File: src/rtl/ebus_pkg.sv
// ebus_pkg - shared types and widths for the EBOX-side EBUS transfer sequencer.
//   ebusFuncT  : EBUS function codes driven on ebusFunc
//   ebusStateT : sequencer states
//   EBUS_CS_W / EBUS_FUNC_W / EBUS_DATA_W : bus field widths (data bit 0 is the MSB)
package ebus_pkg;

  localparam int EBUS_CS_W   = 7;
  localparam int EBUS_FUNC_W = 3;
  localparam int EBUS_DATA_W = 36;

  typedef enum logic [EBUS_FUNC_W-1:0] {
    EBUS_CONI  = 3'd0,
    EBUS_CONO  = 3'd1,
    EBUS_DATAI = 3'd2,
    EBUS_DATAO = 3'd3
  } ebusFuncT;

  typedef enum logic [2:0] {
    ST_IDLE,
    ST_ARB,
    ST_SETUP,
    ST_DEMAND,
    ST_RELEASE,
    ST_DONE
  } ebusStateT;

  // CONO and DATAO put data on the bus; everything else is a read.
  function automatic logic func_is_write(input logic [EBUS_FUNC_W-1:0] f);
    return (f == EBUS_CONO) || (f == EBUS_DATAO);
  endfunction

endpackage

File: src/rtl/ebus_sync2.sv
// ebus_sync2 - two-flop synchroniser for the device XFER acknowledge.
//   clk   : EBOX clock
//   rst_n : async active-low reset, output resets low
//   d     : asynchronous input
//   q     : synchronised output (two clocks of latency)
module ebus_sync2 (
  input  logic clk,
  input  logic rst_n,
  input  logic d,
  output logic q
);

  logic meta_reg;

  always_ff @(posedge clk or negedge rst_n) begin
    if (!rst_n) begin
      meta_reg <= 1'b0;
      q        <= 1'b0;
    end else begin
      meta_reg <= d;
      q        <= meta_reg;
    end
  end

endmodule

File: src/rtl/ebus_xfer.sv
// ebus_xfer - EBOX-side EBUS transfer sequencer.
// Turns one CONO/CONI/DATAO/DATAI request from the EBOX microcode into a full
// EBUS cycle: arbitrate, drive CS/FUNC (and data for writes), raise DEMAND,
// wait for the device XFER, latch read data and report done/timeout.
//
// Ports
//   clk, rst_n                 : EBOX clock, async active-low reset
//   ioReq/ioFunc/ioCS/ioDataOut: EBOX request (sampled only while idle)
//   ioBusy/ioDone/ioTimeout    : status back to the EBOX
//   ioDataIn                   : read result, held until the next accepted request
//   ebusReq/ebusGrant          : bus arbitration
//   ebusCS/ebusFunc/ebusDemand : bus control
//   ebusXfer                   : device acknowledge (asynchronous)
//   ebusDataOE/ebusDataOut     : write data and its output enable
//   ebusDataIn                 : read data
// Build option EBUS_PARITY_EN adds ebusParOut, ebusParIn and ioParErr
// (odd parity over the 36 data bits).
module ebus_xfer
  import ebus_pkg::*;
#(
  parameter int SETUP_CYCLES   = 2,
  parameter int TIMEOUT_CYCLES = 256,
  parameter int HOLD_CYCLES    = 1
) (
  input  logic                   clk,
  input  logic                   rst_n,
  input  logic                   ioReq,
  input  logic [EBUS_FUNC_W-1:0] ioFunc,
  input  logic [EBUS_CS_W-1:0]   ioCS,
  input  logic [0:EBUS_DATA_W-1] ioDataOut,
  output logic                   ioBusy,
  output logic                   ioDone,
  output logic                   ioTimeout,
  output logic [0:EBUS_DATA_W-1] ioDataIn,
  output logic                   ebusReq,
  input  logic                   ebusGrant,
  output logic [EBUS_CS_W-1:0]   ebusCS,
  output logic [EBUS_FUNC_W-1:0] ebusFunc,
  output logic                   ebusDemand,
  input  logic                   ebusXfer,
  output logic                   ebusDataOE,
  output logic [0:EBUS_DATA_W-1] ebusDataOut,
  input  logic [0:EBUS_DATA_W-1] ebusDataIn
`ifdef EBUS_PARITY_EN
  ,
  output logic                   ebusParOut,
  input  logic                   ebusParIn,
  output logic                   ioParErr
`endif
);

  // One counter is shared by setup, timeout and hold, so size it for the largest.
  localparam int MAX_SH  = (SETUP_CYCLES > HOLD_CYCLES) ? SETUP_CYCLES : HOLD_CYCLES;
  localparam int MAX_CNT = (TIMEOUT_CYCLES > MAX_SH) ? TIMEOUT_CYCLES : MAX_SH;
  localparam int CNT_W   = $clog2(MAX_CNT + 1);

  localparam logic [CNT_W-1:0] SETUP_LAST   = CNT_W'(SETUP_CYCLES - 1);
  localparam logic [CNT_W-1:0] TIMEOUT_LAST = CNT_W'(TIMEOUT_CYCLES - 1);
  localparam logic [CNT_W-1:0] HOLD_CNT     = CNT_W'(HOLD_CYCLES);

  function automatic logic [CNT_W-1:0] sat_inc(input logic [CNT_W-1:0] v);
    return (&v) ? v : v + 1'b1;
  endfunction

  ebusStateT              state_reg;
  logic [CNT_W-1:0]       cnt_reg;
  logic [EBUS_FUNC_W-1:0] func_reg;
  logic [EBUS_CS_W-1:0]   cs_reg;
  logic [0:EBUS_DATA_W-1] data_reg;
  logic                   wr_reg;
  logic                   to_reg;
  logic                   xfer_sync;

  ebus_sync2 u_xfer_sync (
    .clk   (clk),
    .rst_n (rst_n),
    .d     (ebusXfer),
    .q     (xfer_sync)
  );

  always_ff @(posedge clk or negedge rst_n) begin
    if (!rst_n) begin
      state_reg   <= ST_IDLE;
      cnt_reg     <= '0;
      func_reg    <= '0;
      cs_reg      <= '0;
      data_reg    <= '0;
      wr_reg      <= 1'b0;
      to_reg      <= 1'b0;
      ioBusy      <= 1'b0;
      ioDone      <= 1'b0;
      ioTimeout   <= 1'b0;
      ioDataIn    <= '0;
      ebusReq     <= 1'b0;
      ebusCS      <= '0;
      ebusFunc    <= '0;
      ebusDemand  <= 1'b0;
      ebusDataOE  <= 1'b0;
      ebusDataOut <= '0;
    end else begin
      // Completion status is a single-clock pulse.
      ioDone    <= 1'b0;
      ioTimeout <= 1'b0;
      case (state_reg)
        ST_IDLE: begin
          if (ioReq) begin
            func_reg  <= ioFunc;
            cs_reg    <= ioCS;
            data_reg  <= ioDataOut;
            wr_reg    <= func_is_write(ioFunc);
            to_reg    <= 1'b0;
            cnt_reg   <= '0;
            ioDataIn  <= '0;
            ioBusy    <= 1'b1;
            ebusReq   <= 1'b1;
            state_reg <= ST_ARB;
          end
        end
        ST_ARB: begin
          if (ebusGrant) begin
            ebusCS      <= cs_reg;
            ebusFunc    <= func_reg;
            ebusDataOE  <= wr_reg;
            ebusDataOut <= wr_reg ? data_reg : '0;
            cnt_reg     <= '0;
            state_reg   <= ST_SETUP;
          end
        end
        ST_SETUP: begin
          if (cnt_reg >= SETUP_LAST) begin
            ebusDemand <= 1'b1;
            cnt_reg    <= '0;
            state_reg  <= ST_DEMAND;
          end else begin
            cnt_reg <= sat_inc(cnt_reg);
          end
        end
        ST_DEMAND: begin
          // XFER is checked first so it wins over a simultaneous timeout.
          if (xfer_sync) begin
            if (!wr_reg) ioDataIn <= ebusDataIn;
            ebusDemand <= 1'b0;
            cnt_reg    <= '0;
            state_reg  <= ST_RELEASE;
          end else if (cnt_reg >= TIMEOUT_LAST) begin
            to_reg     <= 1'b1;
            ebusDemand <= 1'b0;
            cnt_reg    <= '0;
            state_reg  <= ST_RELEASE;
          end else begin
            cnt_reg <= sat_inc(cnt_reg);
          end
        end
        ST_RELEASE: begin
          // A silent device never drops XFER handshake, so skip that wait on timeout.
          if (to_reg || !xfer_sync) begin
            if (cnt_reg >= HOLD_CNT) begin
              ioDone    <= 1'b1;
              ioTimeout <= to_reg;
              state_reg <= ST_DONE;
            end else begin
              cnt_reg <= sat_inc(cnt_reg);
            end
          end
        end
        ST_DONE: begin
          ioBusy      <= 1'b0;
          ebusReq     <= 1'b0;
          ebusCS      <= '0;
          ebusFunc    <= '0;
          ebusDataOE  <= 1'b0;
          ebusDataOut <= '0;
          state_reg   <= ST_IDLE;
        end
        default: state_reg <= ST_IDLE;
      endcase
    end
  end

`ifdef EBUS_PARITY_EN
  logic par_err_reg;

  // Error flag is captured with the read data and presented alongside ioDone.
  always_ff @(posedge clk or negedge rst_n) begin
    if (!rst_n) begin
      par_err_reg <= 1'b0;
    end else if (state_reg == ST_IDLE && ioReq) begin
      par_err_reg <= 1'b0;
    end else if (state_reg == ST_DEMAND && xfer_sync && !wr_reg) begin
      par_err_reg <= ~((^ebusDataIn) ^ ebusParIn);
    end
  end

  assign ioParErr   = ioDone & par_err_reg;
  assign ebusParOut = ebusDataOE & ~(^ebusDataOut);
`endif

endmodule

File: config.mk
export PLATFORM = sky130hd
export DESIGN_NAME = ebus_xfer
export DESIGN_NICKNAME = d
export VERILOG_FILES = /design/src/rtl/ebus_pkg.sv /design/src/rtl/ebus_sync2.sv /design/src/rtl/ebus_xfer.sv
export SDC_FILE = /design/constraint.sdc
export NUM_CORES = 1
export LEC_CHECK = 0
export ABC_AREA = 1
export CORE_ASPECT_RATIO = 0.9
export CORE_UTILIZATION = 43
export DETAILED_ROUTE_END_ITERATION = 6
export PLACE_DENSITY = 0.84
export SYNTH_ARGS = -nofsm -noshare
export SYNTH_HDL_FRONTEND = slang
export SYNTH_SLANG_ARGS = --single-unit
File: constraint.sdc
create_clock -name clk -period 1.5 [get_ports clk]
set_clock_uncertainty 0.05 [all_clocks]
set_input_delay 0.3 -clock clk [delete_from_list [all_inputs] [get_ports clk]]
set_output_delay 0.3 -clock clk [all_outputs]
set_load 0.05 [all_outputs]
==> out/metrics.csv <==
metric,value,unit
placed_cell_area,9480,sq um
pin_count,175,
grt_pass1_vias,5810,
layout_setup_ws,-0.125,ns
p_int,16.4,mW
min_period_over_period,108,%
power_frac_seq,26.5,%
final_antenna_net_count,0,
reg2reg_slack,-0.13,ns
clock.fmax,0.615,GHz
synth_area,6170,sq um
rows,41,
cts.path.max_buffers,2,
rsz0062_at_grt,true,
synth_common_cells,"dfrtp_1, nand2_1, inv_1, nand3_1, o21ai_0",
yosysTopAreaCellShare,60.4,%
start_util,44.1,%
final.setup.tns,-8.18,ns
slew_headroom,73.4,%
synth-seq-cells,149,
drt_wl_total,21500,um
netlist-cell-type-count,26,
fp.dieW,128,um
synth-async-reset-ratio,100,%
vias,6000,
p_per_area,2540,nW/um^2
power_frac_comb,59.2,%
grt_overflow,0,
ir_drop,0.00197,V
hold_violations,0,
hp-class,in2async,
violations,setup timing,
max_cap_violations,0,
seq_area_frac_synth,60.4,%
status,finished with violations,
port_buffers,174,
tightest_slew,0.398,ns
cts_buffers,17,
syn_nets,773,
synth-main-ff-cell,dfrtp_1,
synth.avg_cell_area,9.03,sq um
cellLeakagePower,5.24,nW
cts_max_level,4,
synth.area.top_cells,"dfrtp_1, nand3_1, o21ai_0",
timing.hold.ws,0.271,ns
drc,0,
area_delta_synth_final,85.6,%
setup_viol,137,
grt_pass1_wl,29500,um
pre_cts_slack,-0.446,ns
cp_max_fo,9,
finalCriticalPeriod,1.63,ns
yosysMostFrequentCell,dfrtp_1,
die_area,14800,sq um
r2r_cells,8,
synthCells,684,
critPathArrivalTime,1.88,ns
grtUsageTotal,26.2,%
finalMaxSlewViolations,0,
core-area,14000,sq um
worstReg2RegEnd,ioDataIn[18],
fillers,726,
grt_max_degree,46,
r2r-start,state_reg[2],
critPathLaunchType,register,
fin_nets,1018,
cts_sinks,149,
p_sw_share,43.8,%
fin_util,81.8,%
fin_area,11500,sq um
p_switching,12.8,mW
via_per_inst,5.29,
synth_warnings,0,
dp_hpwl,11900,um
root_buffer,clkbuf_16,
routabilityCongestion,0.888,
drt-pass1-iter-count,5,
synth-edff-count,0,
die-height,116,um
cp.required,1.76,ns
n_antenna_cell,0,
critPathKind,reg2reg,
antenna_found_initial,0,
crit_path_end_kind,register,
avgRoutedWirePerCell,19.0,um
drtIter0Drc,452,
clkLatencyLatePin,0.42,ns
cts.clk_slew.worst_paths,0.06,ns
p_clk_share,14.4,%
synth.largest_area_cell,dfrtp_1,
cts_tree,yes,
drive_gt1_share,40.9,%
-- metal layers --
metal / vias up / routed length [um] / share of wire [%] / track usage (%)
met4: 0 / 443 / 2.1 / 10.4
met1: 2952 / 7930 / 37 / 30.4
li1: 2736 / - / - / -
met5: - / 0 / 0 / 0
met3: 36 / 1690 / 7.9 / 8.31
met2: 276 / 11400 / 53 / 45.2
-- placed cells by master (no fill, tap or decap), types with 2 or more instances in the layout --
cell	instances
buf_4	43
nor2_2	6
dfrtp_2	5
xnor2_1	2
nand3_2	40
inv_1	99
nand2_4	22
clkinvlp_4	2
clkdlybuf4s50_1	85
o21ai_1	74
clkinv_2	2
nand2_2	30
buf_6	12
nand3_4	4
a21oi_1	3
clkbuf_16	31
nand4_1	12
nand3_1	55
clkbuf_8	2
dfrtp_1	144
o21ai_2	49
buf_16	4
inv_6	4
nor2_4	8
nand2_1	54
inv_2	3
buf_12	101
nor2_1	13
buf_8	3
clkinv_4	2
o21ai_0	10
-- how the worst max path moves through the flow --
| stage | startpoint | to | slack [ns] | cells after the start |
|---|---|---|---|---|
| after floorplan | state_reg[2] | ioDataIn[13] | -0.04 | 10 |
| after global placement | ioReq | ioDataIn[28] | -0.30 | 8 |
| after detailed placement | ioReq | ioDataIn[1] | -0.45 | 8 |
| after CTS | state_reg[2] | ioDataIn[1] | -0.11 | 11 |
| after global routing | state_reg[2] | ioDataIn[35] | -0.21 | 8 |
| final | state_reg[2] | ioDataIn[18] | -0.13 | 8 |
-- cell families (layout without fill, tap and decap cells) --
family	after synthesis	in the layout	synth area share [%]
flops	149	149	60.4
xor+xnor	3	3	0.426
fa+ha+maj	2	2	0.405
simple gates	247	247	17.8
compound gates	143	143	12.0
buf+inv	140	398	9.02
-- power groups by stage --
| stage | clock network (mW) | registers, mW | logic (mW) |
|---|---|---|---|
| after floorplan | 0 | 10.7 | 3.35 |
| after global placement | 0 | 7.46 | 13.4 |
| after detailed placement | 0 | 7.56 | 13.8 |
| after CTS | 4.18 | 7.55 | 15.0 |
| after global routing | 4.39 | 7.88 | 18.1 |
| final | 4.19 | 7.72 | 17.3 |
-- worst max-delay path: stages, from the launching register on --
cell and delay [ns]:
dfrtp_1 0.36, inv_2 0.05, buf_4 0.15, nand3_1 0.14
o21ai_2 0.09, a21oi_4 0.23, buf_12 0.18, clkbuf_16 0.17
o21ai_1 0.07
-- through the flow --
step | power (mW) | instances
finish | 29.2 | 1135
global route | 30.3 | 1135
CTS | 26.7 | 1117
detailed placement | 21.3 | 1065
global placement | 20.9 | 1065
floorplan | 14.0 | 684
-- what timing repair did --
item	in CTS	in global routing
endpoints found under the setup margin	92	132
hold endpoints to repair	24	0
resized for setup	46	253
gates cloned	4	16
pin swaps	15	10
hold buffers	1	0
setup buffers	15	5
-- area by class of cell --
cell class,instances,area [sq um],share of cell area [%]
clock buffers,20,457,3.98
clock inverters,12,119,1.04
inverters,103,389,3.39
multi-input cells,395,2680,23.3
flip-flops and latches,149,3730,32.6
well taps,193,241,2.11
repair buffers,263,3850,33.6
Power figures use the tool's default switching activity.
